$ cat src/rtl/riscv_branch_pkg.sv
// riscv_branch_pkg: shared FSM states, 2-bit counter encodings and PC step for branch control
package riscv_branch_pkg;
  typedef enum logic {RUN, RECOVER} state_t;
  localparam logic [1:0] SNT = 2'd0;
  localparam logic [1:0] WNT = 2'd1;
  localparam logic [1:0] WT = 2'd2;
  localparam logic [1:0] ST = 2'd3;
  localparam logic [1:0] CTR_RESET = WNT;
  localparam int PC_INC = 4;
  function automatic logic [1:0] ctr_next(input logic [1:0] c, input logic taken);
    return taken ? (c == ST ? ST : c + 2'd1) : (c == SNT ? SNT : c - 2'd1);
  endfunction
endpackage

$ cat src/rtl/branch_bht.sv
// branch_bht: 2-bit saturating-counter history table, combinational read and clocked update
module branch_bht
  import riscv_branch_pkg::*;
#(
  parameter int ENTRIES = 16,
  parameter int IDX_W = $clog2(ENTRIES)
) (
  input  logic             clk,
  input  logic             rst_n,
  input  logic [IDX_W-1:0] rd_idx,
  output logic             rd_pred,
  input  logic             upd_en,
  input  logic [IDX_W-1:0] upd_idx,
  input  logic             upd_taken
);
  logic [1:0] ctr [ENTRIES];
  assign rd_pred = ctr[rd_idx][1];
  // counters reset to weakly not-taken; a same-cycle read sees the pre-update value
  always_ff @(posedge clk or negedge rst_n)
    if (!rst_n) for (int i = 0; i < ENTRIES; i++) ctr[i] <= CTR_RESET;
    else if (upd_en) ctr[upd_idx] <= ctr_next(ctr[upd_idx], upd_taken);
endmodule

$ cat src/rtl/branch_redirect_ctrl.sv
// branch_redirect_ctrl: branch prediction, mispredict recovery and counters; BRANCH_BHT_EN enables the history table
module branch_redirect_ctrl
  import riscv_branch_pkg::*;
#(
  parameter int XLEN = 32,
  parameter int BHT_ENTRIES = 16,
  parameter int IDX_W = $clog2(BHT_ENTRIES)
) (
  input  logic            clk,
  input  logic            rst_n,
  input  logic            stall,
  input  logic            id_valid,
  input  logic            id_is_branch,
  input  logic [XLEN-1:0] id_pc,
  input  logic [XLEN-1:0] id_target,
  output logic            id_pred_taken,
  input  logic            ex_valid,
  input  logic            ex_is_branch,
  input  logic            ex_decision,
  input  logic            ex_pred_taken,
  input  logic [XLEN-1:0] ex_pc,
  input  logic [XLEN-1:0] ex_target,
  output logic            pc_redirect,
  output logic [XLEN-1:0] pc_redirect_target,
  output logic            flush_if_id,
  output logic            flush_id_ex,
  output logic            flush_ex_mem,
  output logic [31:0]     br_count,
  output logic [31:0]     mispred_count
);
  state_t state, state_nx;
  logic [XLEN-1:0] fix_pc;
  logic accept, mispred, rec, id_redir, bht_pred, unused_ok;
  assign accept = ex_valid & ex_is_branch & !stall & (state == RUN);
`ifdef BRANCH_BHT_EN
  branch_bht #(.ENTRIES(BHT_ENTRIES), .IDX_W(IDX_W)) u_bht (
    .clk       (clk),
    .rst_n     (rst_n),
    .rd_idx    (id_pc[IDX_W+1:2]),
    .rd_pred   (bht_pred),
    .upd_en    (accept),
    .upd_idx   (ex_pc[IDX_W+1:2]),
    .upd_taken (ex_decision)
  );
  assign mispred = accept & (ex_decision != ex_pred_taken);
`else
  assign bht_pred = 1'b0;
  assign mispred = accept & ex_decision;
`endif
  assign unused_ok = ^{id_pc, ex_pc, ex_pred_taken};
  // state, registered recovery PC and performance counters
  always_ff @(posedge clk or negedge rst_n)
    if (!rst_n) begin
      state <= RUN;
      fix_pc <= '0;
      br_count <= '0;
      mispred_count <= '0;
    end else begin
      state <= state_nx;
      if (mispred) fix_pc <= ex_decision ? ex_target : ex_pc + XLEN'(PC_INC);
      br_count <= br_count + 32'(accept);
      mispred_count <= mispred_count + 32'(mispred);
    end
  // next state plus redirect/flush outputs; recovery outranks an ID redirect
  always_comb begin
    state_nx = mispred ? RECOVER : RUN;
    rec = state == RECOVER;
    id_pred_taken = !rec & bht_pred;
    id_redir = !rec & id_valid & id_is_branch & id_pred_taken & !stall;
    pc_redirect = rec | id_redir;
    pc_redirect_target = rec ? fix_pc : id_redir ? id_target : '0;
    flush_if_id = rec | id_redir;
    flush_id_ex = rec;
    flush_ex_mem = rec;
  end
endmodule

$ cat config.mk
export PLATFORM = sky130hd
export DESIGN_NAME = branch_redirect_ctrl
export DESIGN_NICKNAME = d
export VERILOG_FILES = /design/src/rtl/riscv_branch_pkg.sv /design/src/rtl/branch_bht.sv /design/src/rtl/branch_redirect_ctrl.sv
export SDC_FILE = /design/constraint.sdc
export NUM_CORES = 1
export LEC_CHECK = 0
export BUFFER_PORTS_ARGS = -buffer_cell sky130_fd_sc_hd__buf_2
export CAP_MARGIN = 20
export CORE_MARGIN = 3
export CORE_UTILIZATION = 48
export CTS_CLUSTER_SIZE = 10
export DETAILED_ROUTE_END_ITERATION = 12
export GPL_TIMING_DRIVEN = 0
export PLACE_DENSITY = 0.83
export SLEW_MARGIN = 10
export SYNTH_ARGS = -nofsm -noshare
export SYNTH_HDL_FRONTEND = slang
export SYNTH_SLANG_ARGS = --single-unit
$ cat constraint.sdc
create_clock -name clk -period 6.5 [get_ports clk]
set_input_delay 0.325 -clock clk [delete_from_list [all_inputs] [get_ports clk]]
set_output_delay 0.325 -clock clk [all_outputs]
set_load 0.01 [all_outputs]
======== Word-level counts from Yosys, hierarchy flattened ========
Cells that the tools add are included.
cells by class
  muxes and demuxes ....................... 3
  reductions and logical operators ........ 1
  $add $sub $neg .......................... 3
  bitwise logic cells ..................... 5
operators by type and width
  cell                   count
  $add 32x1->32          2
  $mux 32                2
  $add 32x3->32 const B  1
  $and 1x1->1            4
  $logic_not 1->1        1
  $mux 1                 1
  $not 1->1              1
storage, ports and cells
  flip-flop bits (word level) ............. 97

======== Logic depth before layout (Yosys ltp) ========
  depth in word-level cells ............... 5
  mapped depth ............................ 11
  mapped depth without buffers ............ 10

======== Least setup slack after synthesis ========
OpenSTA, ideal clock, no wires.
  kind .................................... register to register
  start ................................... register state, in the netlist flush_ex_mem
  end ..................................... register mispred_count[20]
  stages on the path, launching flop included .. 11
  period minus slack after synthesis ...... 2.681 ns
  arrival time ............................ 2.602 ns
  path slack .............................. 3.819 ns
  cell sequence ........................... dfrtp_1 > nor3_1 > nand2_1 > buf_1 > inv_1 > ha_1 > ha_1 > nand3_1 > or4_1 > nor3_1 > xor2_1
between the ends
  word-level cells in the longest chain between the ends .. 4
ends and longest elaborated chain
  what                    RTL line                    source
  start, declared         branch_redirect_ctrl.sv:31  state_t state, state_nx;
  start signal, assigned  branch_redirect_ctrl.sv:59  state <= state_nx;
  $not 1->1               branch_redirect_ctrl.sv:34  assign accept = ex_valid & ex_is_branch & !stall & (state == RUN);
  $and 1x1->1             branch_redirect_ctrl.sv:34
  $and 1x1->1             branch_redirect_ctrl.sv:48  assign mispred = accept & ex_decision;
  named net mispred       branch_redirect_ctrl.sv:33  logic accept, mispred, rec, id_redir, bht_pred, unused_ok;
  $add 32x1->32           branch_redirect_ctrl.sv:62  mispred_count <= mispred_count + 32'(mispred);
  end signal, assigned    branch_redirect_ctrl.sv:62
  end, declared           branch_redirect_ctrl.sv:29  output logic [31:0] mispred_count
The timed path passes the listed nets, and every way through them passes these cells.
A chain may end at the register's enable or synchronous reset.

======== Worst setup path after layout ========
  start ................................... register state, in the netlist flush_ex_mem
  end ..................................... register mispred_count[28]
The elaborated chain is that of the path after synthesis.

==> results.toml <==
[power_and_ir_drop]
switching_share_pct = 25.2
p_clk_share_pct = 32.1
vdd_drop_max_mv = 0.129
power.leakage_nw = 2.86
p_per_area_nw_per_um2 = 235
p_sw_uw = 320
comb_power_share_pct = 11.2
seq_power_share_pct = 56.6
p_int_uw = 949

[grt]
track_usage_pct = 18.9
antenna_found_initial = 0
grt-ovfl-total = 0
grt_pass1_wl_um = 15500
grt_max_degree = 53
grt_pass1_vias = 3248

[detailed_routing]
route.final.wire_length_um = 9410
wl_per_cell_um = 15.2
first_pass_iters = 4
antenna_left = 0
viasPerCell = 5.12
drt_iter0_drc = 80
vias = 3164
drcViolationCount = 0

[sta]
final_hold_viol_count = 0
setup_tns_ns = 0
rsz0062_at_grt = "no"
drv_slew = 0
fin_crit_sh_pct = 49.2
fmax_mhz = 313
max-slew-margin-rel_pct = 47.2
setup_violations = 0
finalCriticalPeriod_ns = 3.20
finClkSkew_ns = 0.0144
tightest_slew_ns = 0.786

[final_layout]
diodes = 0
final_area_um2 = 5390
drive_gt1_share_pct = 39.8
layout.nets = 649
syn2layout_area_growth_pct = 24.8

[clock_network]
ctsRootBufferMaster = "clkbuf_8"
post_cts_buffers = 0
cts.sinks = 97
cts_tree = "yes"
path_clk_slew_ns = 0.10
cts_buffers = 9
clk_latency_ns = 0.35
h-tree-depth = 3
cts_max_path_buffers = 2

[synthesis]
ys_seq_area_share_pct = 56.2
synth_common_cells = "dfrtp_1 (97), xnor2_1 (35), and2_1 (34)"
yosysUniqueCellTypes = 30
yosysWarnings = 0
synth-async-reset-ratio_pct = 100
synth_compound_area_share_pct = 0
synth_xor_area_share_pct = 12.2
synth_top_area_share_pct = 56.2
synthFlopType = "dfrtp_1"
syn_area_um2 = 4320
synth_top_cell_by_area = "dfrtp_1"
synthMuxAreaShare_pct = 8.34
synth_edf_count = 0
synth_top_family_by_area = "simple AND/OR/NAND/NOR gates"
ys_top_cells_by_area = "dfrtp_1 (56%), mux2_2 (8.3%), xnor2_1 (7.1%)"
yosysMostFrequentCell = "dfrtp_1"
synth.ff_latch_count = 97
synthAdderAreaFrac_pct = 1.16
synthSimpleGateAreaFrac_pct = 19.5
netlist_instances = 358
syn_nets = 499
syn_avg_cell_area_um2 = 12.1

[worst_hold_path]
whs_path_depth = 2
min_to = "fix_pc[26]"
hold_start = "ex_target[26]"
worstHoldPathType = "in2reg"

[critical_path]
r2r_end = "mispred_count[28]"
required_ns = 6.74
critPathArrivalTime_ns = 3.44
worstSetupPathType = "reg2reg"
max_stage_delay_ns = 0.68
reg2reg_depth = 10
worstSetupStartpointType = "register"
reg2reg_slack_ns = 3.30
critPathCaptureType = "register"
worstPathCellList = "nor3_1, nand2_1, buf_1, inv_1, ha_1, ha_1, nand3_1, nor3_1, nand4_1, xnor2_1"
r2r_start = "flush_ex_mem"
cp_slowest_cell = "nor3_1"
critPathMaxFanout = 10

[floorplan]
start_util_pct = 51.1
die_h_um = 101
rows = 33
core_area_um2 = 8460
pin_count = 238
die_width_um = 101
die_area_um2 = 10200

[place]
placed_area_um2 = 5170
port_buffers = 137
gp_congestion = 0.821
hpwl_um = 7150

[status]
status = "complete, no violations"

[flow_run]
drv_cap = 0
area by class of cell:
class                   instances  area, um2
fillers                       705       3070
flip-flops and latches         97       2430
multi-input cells             237       1780
repair buffers                139        726
clock buffers                  11        151
well taps                     105        131
plain buffers                  17       87.6
clock inverters                 5       62.6
inverters                       7       26.3
worst max-delay path by stage:
stage          slack [ns]  depth (start not counted)          from                 to
2_1_floorplan        3.82                         10  flush_ex_mem  mispred_count[20]
3_3_place_gp         3.29                         10  flush_ex_mem  mispred_count[28]
3_5_place_dp         3.27                         10  flush_ex_mem  mispred_count[28]
4_1_cts              3.25                         10  flush_ex_mem  mispred_count[28]
5_1_grt              2.91                         10  flush_ex_mem  mispred_count[22]
6_report             3.30                         10  flush_ex_mem  mispred_count[28]
layout by cell type (no fill, tap or decap), drive strengths merged, types with 18 or more instances in the layout:
| master | instances |
|---|---|
| clkbuf | 18 |
| buf | 148 |
| dfrtp | 97 |
| and2 | 34 |
| mux2 | 32 |
| xor2 | 25 |
| xnor2 | 35 |
| nand3 | 25 |
| nand2 | 19 |
state kept, by name, summed over array words and instances (netlist names):
name,cells
br_count,32
fix_pc,32
flush_ex_mem,1
mispred_count,32
per-layer routing:
metal | GRT usage [%] | share of wire [%] | up-vias
met5 | 0 | 0 | -
met4 | 5.18 | 1.6 | 0
met3 | 5.47 | 8.7 | 15
met2 | 30.1 | 46 | 117
met1 | 25.5 | 44 | 1519
li1 | - | - | 1513
power by group through the flow:
stage,Combinational (mW),Sequential (mW),Clock (mW)
global placement,0.137,0.725,0
CTS,0.147,0.718,0.417
global route,0.161,0.728,0.440
detailed placement,0.146,0.730,0
floorplan,0.0650,0.729,0
finish,0.142,0.719,0.408
kinds of logic after synthesis:
group	Yosys count
xor gates and xnor gates	60
adders and majority gates	4
buffers and inverters	24
DFF	97
muxes	32
other	1
and+or+nand+nor	140
what timing repair did:
item | in CTS | in global routing
resized for setup | 0 | 0
hold buffers | 1 | 0
endpoints found under the hold margin | 39 | 0
setup endpoints to repair | 0 | 0
metrics by stage:
| step | setup slack [ns] | hold WS (ns) | power [mW] | cells | util (%) |
|---|---|---|---|---|---|
| finish | 3.30 | 0.206 | 1.27 | 618 | 63.7 |
| global route | 2.91 | 0.199 | 1.33 | 618 | 63.7 |
| CTS | 3.25 | 0.191 | 1.28 | 618 | 63.7 |
| detailed placement | 3.27 | 0.375 | 0.876 | 601 | 61.1 |
| global placement | 3.29 | 0.455 | 0.862 | 600 | 60.7 |
| floorplan | 3.82 | 0.0294 | 0.794 | 358 | - |
worst max-delay path: cells and delay by family (launching register included):
| kind | cells | cell delay, ns |
|---|---|---|
| xor+xnor | 1 | 0.17 |
| fa+ha+maj | 2 | 0.43 |
| buf+inv | 2 | 0.46 |
| flops | 1 | 0.51 |
| simple gates | 5 | 1.52 |
(Power assumes the default switching activity.)
